<file path="config.mk">
export PLATFORM = sky130hd
export DESIGN_NAME = epsilon_stream_gen
export DESIGN_NICKNAME = d
export VERILOG_FILES = /design/src/rtl/epsilon_stream_gen.sv
export SDC_FILE = /design/constraint.sdc
export NUM_CORES = 1
export LEC_CHECK = 0
export ABC_AREA = 1
export CAP_MARGIN = 30
export CORE_MARGIN = 3
export CORE_UTILIZATION = 58
export DETAILED_ROUTE_END_ITERATION = 10
export GPL_TIMING_DRIVEN = 0
export PLACE_DENSITY = 0.79
export SLEW_MARGIN = 30
export SYNTH_ARGS = -nofsm -noshare
export SYNTH_HDL_FRONTEND = slang
export SYNTH_SLANG_ARGS = --single-unit
</file>
<file path="constraint.sdc">
create_clock -name clk -period 1.9 [get_ports clk]
set_input_delay 0.285 -clock clk [delete_from_list [all_inputs] [get_ports clk]]
set_output_delay 0.285 -clock clk [all_outputs]
set_load 0.1 [all_outputs]
</file>
<file path="src/rtl/epsilon_stream_gen.sv">
// rtl/epsilon_stream_gen.sv - serial epsilon-bit stimulus source and verdict collector
// Shifts a SEQ_LEN-bit block into a randomness-test core, then latches its verdict and run statistics.
module epsilon_stream_gen #(
  parameter int          SEQ_LEN = 128,
  parameter logic [15:0] SEED    = 16'hACE1,
  parameter int          TIMEOUT = 1024
) (
  input  logic       clk,
  input  logic       rst_n,
  input  logic       start,
  input  logic [1:0] mode,
  output logic       epsilon_rsc_dat,
  output logic       epsilon_vld,
  input  logic       is_random_rsc_dat,
  input  logic       valid_rsc_dat,
  output logic       busy,
  output logic       done,
  output logic       result,
  output logic       timeout,
  output logic [7:0] run_cnt,
  output logic [7:0] pass_cnt
);
  localparam int WCW = (TIMEOUT > 2) ? $clog2(TIMEOUT) : 1;

  typedef enum logic [1:0] {IDLE, SEND, WAIT, REPORT} state_t;

  state_t         state_q, state_d;
  logic [1:0]     mode_q, mode_d;
  logic [15:0]    idx_q, idx_d;
  logic [WCW-1:0] wcnt_q, wcnt_d;
  logic [15:0]    lfsr_q, lfsr_d, lfsr_next;
  logic           dat_q, dat_d, vld_q, vld_d, busy_q, busy_d, done_q, done_d;
  logic           result_q, result_d, timeout_q, timeout_d;
  logic [7:0]     run_q, run_d, pass_q, pass_d;
  logic [1:0]     m_sel;
  logic           i0_sel, bit_sel, go_report;

  assign lfsr_next = {lfsr_q[0] ^ lfsr_q[2] ^ lfsr_q[3] ^ lfsr_q[5], lfsr_q[15:1]};

  // Bit 0 is produced on the IDLE->SEND edge, so the source must look at the live mode there.
  assign m_sel  = (state_q == IDLE) ? mode : mode_q;
  assign i0_sel = (state_q == IDLE) ? 1'b0 : idx_q[0];

  always_comb begin
    bit_sel = 1'b0;
    case (m_sel)
      2'b00:   bit_sel = lfsr_q[0];
      2'b01:   bit_sel = 1'b0;
      2'b10:   bit_sel = i0_sel;
      default: bit_sel = 1'b1;
    endcase
  end

  always_comb begin
    state_d   = state_q;
    mode_d    = mode_q;
    idx_d     = idx_q;
    wcnt_d    = wcnt_q;
    lfsr_d    = lfsr_q;
    dat_d     = 1'b0;
    vld_d     = 1'b0;
    done_d    = 1'b0;
    result_d  = result_q;
    timeout_d = timeout_q;
    run_d     = run_q;
    pass_d    = pass_q;
    go_report = 1'b0;

    case (state_q)
      IDLE: begin
        if (start) begin
          state_d = SEND;
          mode_d  = mode;
          vld_d   = 1'b1;
          dat_d   = bit_sel;
          idx_d   = 16'd1;
          if (mode == 2'b00) lfsr_d = lfsr_next;
        end
      end
      SEND: begin
        if (idx_q == 16'(SEQ_LEN)) begin
          state_d = WAIT;
          wcnt_d  = '0;
        end else begin
          vld_d = 1'b1;
          dat_d = bit_sel;
          idx_d = idx_q + 16'd1;
          if (mode_q == 2'b00) lfsr_d = lfsr_next;
        end
      end
      WAIT: begin
        if (valid_rsc_dat) begin
          result_d  = is_random_rsc_dat;
          timeout_d = 1'b0;
          go_report = 1'b1;
        end else if (wcnt_q == WCW'(TIMEOUT - 1)) begin
          result_d  = 1'b0;
          timeout_d = 1'b1;
          go_report = 1'b1;
        end else begin
          wcnt_d = wcnt_q + 1'b1;
        end
      end
      default: state_d = IDLE;
    endcase

    // Counters update on entry to REPORT so they are visible together with done.
    if (go_report) begin
      state_d = REPORT;
      done_d  = 1'b1;
      if (run_q != 8'hFF) run_d = run_q + 8'd1;
      if (result_d && pass_q != 8'hFF) pass_d = pass_q + 8'd1;
    end

    busy_d = (state_d != IDLE);
  end

  always_ff @(posedge clk or negedge rst_n) begin
    if (!rst_n) begin
      state_q   <= IDLE;
      mode_q    <= 2'b00;
      idx_q     <= '0;
      wcnt_q    <= '0;
      lfsr_q    <= SEED;
      dat_q     <= 1'b0;
      vld_q     <= 1'b0;
      busy_q    <= 1'b0;
      done_q    <= 1'b0;
      result_q  <= 1'b0;
      timeout_q <= 1'b0;
      run_q     <= '0;
      pass_q    <= '0;
    end else begin
      state_q   <= state_d;
      mode_q    <= mode_d;
      idx_q     <= idx_d;
      wcnt_q    <= wcnt_d;
      lfsr_q    <= lfsr_d;
      dat_q     <= dat_d;
      vld_q     <= vld_d;
      busy_q    <= busy_d;
      done_q    <= done_d;
      result_q  <= result_d;
      timeout_q <= timeout_d;
      run_q     <= run_d;
      pass_q    <= pass_d;
    end
  end

  assign epsilon_rsc_dat = dat_q;
  assign epsilon_vld     = vld_q;
  assign busy            = busy_q;
  assign done            = done_q;
  assign result          = result_q;
  assign timeout         = timeout_q;
  assign run_cnt         = run_q;
  assign pass_cnt        = pass_q;
endmodule

</file>
==> flow_metrics.tcl <==
set metrics [dict create \
    max-vdd-ir-drop_mv 0.497 \
    postSynthAreaPerCell_um2 7.84 \
    cp-end-kind "primary output" \
    cts.sink_count 68 \
    grt_max_degree 43 \
    grt_usage_pct 23.3 \
    grt_pass1_vias 3148 \
    yosys_warning_total 0 \
    synth_fp_nets 488 \
    n_antenna_cell 0 \
    yosysMostFrequentCell "sky130_fd_sc_hd__nand2_1" \
    share_comb_of_total_power_pct 3.9 \
    synth_area_leader_cell "sky130_fd_sc_hd__dfrtp_1" \
    post_drt_via_cell_ratio 5.46 \
    floorplan.io_pins 29 \
    synth.cells.most_frequent "sky130_fd_sc_hd__nand2_1 (153), sky130_fd_sc_hd__dfrtp_1 (60), sky130_fd_sc_hd__nand3_1 (59), sky130_fd_sc_hd__inv_1 (43), sky130_fd_sc_hd__nor2_1 (32)" \
    standby_leakage_power_nw 2.16 \
    h-tree-depth 3 \
    synth.ff_latch_count 68 \
    minimum_period_implied_by_the_final_worst_setup_slack_ns 1.87 \
    num-nets-final 531 \
    worst_slew_margin_rel_pct 36.3 \
    layout.filler_cells 502 \
    p_int_w 0.00222 \
    antenna_found_initial 0 \
    post_synth_edffs 0 \
    drtIter0Drc 168 \
    power.switching_w 0.000639 \
    layout.cells.non_filler 599 \
    max-clock-path-buffers 2 \
    placement_rows 28 \
    die_height_um 86.2 \
    die_w_um 86.2 \
    numPortBuffers 28 \
    synth.cell_area_um2 3730 \
    achievable-frequency_mhz 534 \
    yosys-top-cells-area "sky130_fd_sc_hd__dfrtp_1 (40%), sky130_fd_sc_hd__nand2_1 (15%), sky130_fd_sc_hd__nand3_1 (7.9%), sky130_fd_sc_hd__dfstp_2 (5.6%), sky130_fd_sc_hd__inv_1 (4.3%)" \
    synth_async_sr_flop_share_pct 100 \
    core_um2 6060 \
    multiInputGateArea_um2 1800 \
    routed_wirelength_normalized_by_instance_count_um 13.5 \
    globalplace.congestion 0.874 \
    timing_max_transition_violations_final 0 \
    yosysSeqAreaShare_pct 45.8 \
    outcome "complete, no violations" \
    initial_core_util_pct 61.6 \
    required_ns 1.62 \
    switching_share_pct 22.3 \
    crit_path_start_kind "register" \
    min_path_type "input port to async pin" \
    share_of_cells_above_drive_strength_1_pct 17.6 \
    dp_cells 580 \
    critPathTopFamily "buffers and inverters" \
    clock_latency_ns 0.35 \
    detail_route.wirelength_mm 8.11 \
    cp_slowest_cell "sky130_fd_sc_hd__clkdlybuf4s15_1" \
    path_max_fanout 5 \
    critPathArrivalTime_ns 1.59 \
    clk_transition_reported_paths_ns 0.07 \
    post-route-drc-count 0 \
    dieArea_um2 7440 \
    total_chip_power_w 0.00286 \
    sequential_area_um2 1730 \
    min_period_over_period_pct 98.5 \
    placed_cell_area_um2 4140 \
    power.clock.fraction_pct 45.3 \
    hold_viol 0 \
    synth_top_cell_area_share_pct 40.2 \
    final_util_pct 72.3 \
    drt_pre_antenna_iters 5 \
    worst-setup-path-type "register to primary output" \
    timing.critical_path.cells "clkdlybuf4s15_1" \
    biggest_cell_delay_along_the_critical_path_ns 0.84 \
    root_buffer "sky130_fd_sc_hd__clkbuf_8" \
    grt.overflow.total 0 \
    synthDistinctLibCells 34 \
    drt.antenna.violating_nets 0 \
    post_synthesis_cells 476 \
    final_area_um2 4380 \
    setup_viol_count_final 0 \
    cts_tree "built" \
    vias 3272 \
    drv_cap 0 \
    cts-buffers-inserted 9 \
    area_delta_synth_final_pct 17.4 \
    timing.clock.skew_ns 0.00642 \
    grt_pass1_wl_mm 13.8 \
    crit_buf_inv 1 \
    synth-main-ff-cell "sky130_fd_sc_hd__dfrtp_1" \
    pwr_density_cell_nw_per_um2 653 \
    max_slew.worst_pin.slew_ns 0.959 \
    share_seq_of_total_power_pct 50.8 \
    dp_hpwl_mm 5.62 \
]
==> final timing paths <==
kind / from / end / slack [ns] / cells past startpoint
max in group asynchronous: rst_n / lfsr_q[6] / 0.92 / 3
hold reg to reg: lfsr_q[15] / lfsr_q[15] / 0.46 / 2
hold / removal: rst_n / idx_q[10] / 0.39 / 2
min in group clk: lfsr_q[15] / lfsr_q[15] / 0.46 / 2
setup reg to reg: idx_q[0] / idx_q[0] / 0.08 / 10
setup / recovery: run_cnt[5] / run_cnt[5] / 0.03 / 1
==> placed cells by master (no fill, tap or decap), types with 3 or more instances in the layout <==
master                              n
sky130_fd_sc_hd__nand2_4            6
sky130_fd_sc_hd__inv_2              6
sky130_fd_sc_hd__clkbuf_2           8
sky130_fd_sc_hd__dfrtp_2            7
sky130_fd_sc_hd__or2_2              3
sky130_fd_sc_hd__clkbuf_8           9
sky130_fd_sc_hd__nor2_4             3
sky130_fd_sc_hd__clkdlybuf4s50_1    5
sky130_fd_sc_hd__nor2_2             3
sky130_fd_sc_hd__xor2_1            13
sky130_fd_sc_hd__buf_6              5
sky130_fd_sc_hd__dfrtp_1           51
sky130_fd_sc_hd__nand4_1           17
sky130_fd_sc_hd__nor2_1            31
sky130_fd_sc_hd__o21ai_1           14
sky130_fd_sc_hd__nand3_2            3
sky130_fd_sc_hd__dlygate4sd2_1      4
sky130_fd_sc_hd__dfstp_2            8
sky130_fd_sc_hd__xnor2_1            5
sky130_fd_sc_hd__nor3_1             9
sky130_fd_sc_hd__nand2_2            6
sky130_fd_sc_hd__o21ai_0           10
sky130_fd_sc_hd__nand2_1          152
sky130_fd_sc_hd__ha_1               5
sky130_fd_sc_hd__inv_1             43
sky130_fd_sc_hd__nand3_1           59
sky130_fd_sc_hd__clkdlybuf4s15_2    8
==> sequential cells by signal (all words and copies together) (netlist names) <==
signal           flops
idx_q               16
lfsr_q              16
wcnt_q              10
pass_cnt             8
run_cnt              8
mode_q               2
state_q              2
busy                 1
done                 1
epsilon_rsc_dat      1
epsilon_vld          1
result               1
timeout              1
==> worst register-to-register path, stage by stage (launching register included) <==
cell,delay (ns)
sky130_fd_sc_hd__dfrtp_2,0.45
sky130_fd_sc_hd__inv_1,0.11
sky130_fd_sc_hd__ha_1,0.16
sky130_fd_sc_hd__nand3_1,0.09
sky130_fd_sc_hd__nor2_2,0.18
sky130_fd_sc_hd__nand2_2,0.11
sky130_fd_sc_hd__nand2_4,0.12
sky130_fd_sc_hd__nand2_2,0.13
sky130_fd_sc_hd__buf_6,0.19
sky130_fd_sc_hd__nor2_1,0.11
sky130_fd_sc_hd__nor2_1,0.06
==> per-layer routing <==
layer  up-vias  wire length, µm  track usage, %
met1      1545             3570            30.0
met5         -                0               0
met2        80             3990            37.5
li1       1627                -               -
met4         0              204            12.6
met3        20              346            4.28
==> cell type report <==
cell class                      instances  share of cell area (%)
Clock inverter                          6                    2.03
Timing Repair Buffer                   32                    6.85
Multi-Input combinational cell        352                    41.0
Clock buffer                           10                    2.91
Sequential cell                        68                    39.4
Buffer                                  7                    1.48
Inverter                               49                    4.20
Tap cell                               75                    2.14
==> kinds of logic (layout without fill, tap and decap cells) <==
kind of cell	count (synthesis)	after routing	synth area share, %
AOI/OAI and AO/OA	33	33	5.33
xor gates and xnor gates	18	18	4.22
adders and majority gates	5	5	1.68
buffers and inverters	56	104	6.57
DFF	68	68	45.8
and+or+nand+nor	296	296	36.4
==> what timing repair did <==
action,4_1_cts,5_1_grt
hold buffers,1,0
pin swaps,0,1
setup endpoints to repair,23,45
endpoints found under the hold margin,20,0
gates resized for setup,47,16
setup buffers,0,2
==> metrics by stage <==
| stage | hold slack, ns | setup WS [ns] | TNS [ns] |
|---|---|---|---|
| after floorplan | -0.0106 | 0.0651 | 0 |
| after global placement | 0.449 | -2.18 | -113.05 |
| after detailed placement | 0.222 | 0.0137 | 0 |
| after CTS | 0.385 | 0.00404 | 0 |
| after global routing | 0.398 | -0.0164 | -0.0435 |
| final | 0.386 | 0.0279 | 0 |
==> power by group through the flow <==
stage	registers [W]	logic (W)	clock network [W]
after floorplan	0.00150	0.0000349	0
after global placement	0.00148	0.000108	0
after detailed placement	0.00148	0.000114	0
after CTS	0.00145	0.000114	0.00133
after global routing	0.00145	0.000123	0.00140
final	0.00145	0.000112	0.00130
No activity file was read; power rests on OpenSTA's default activity.
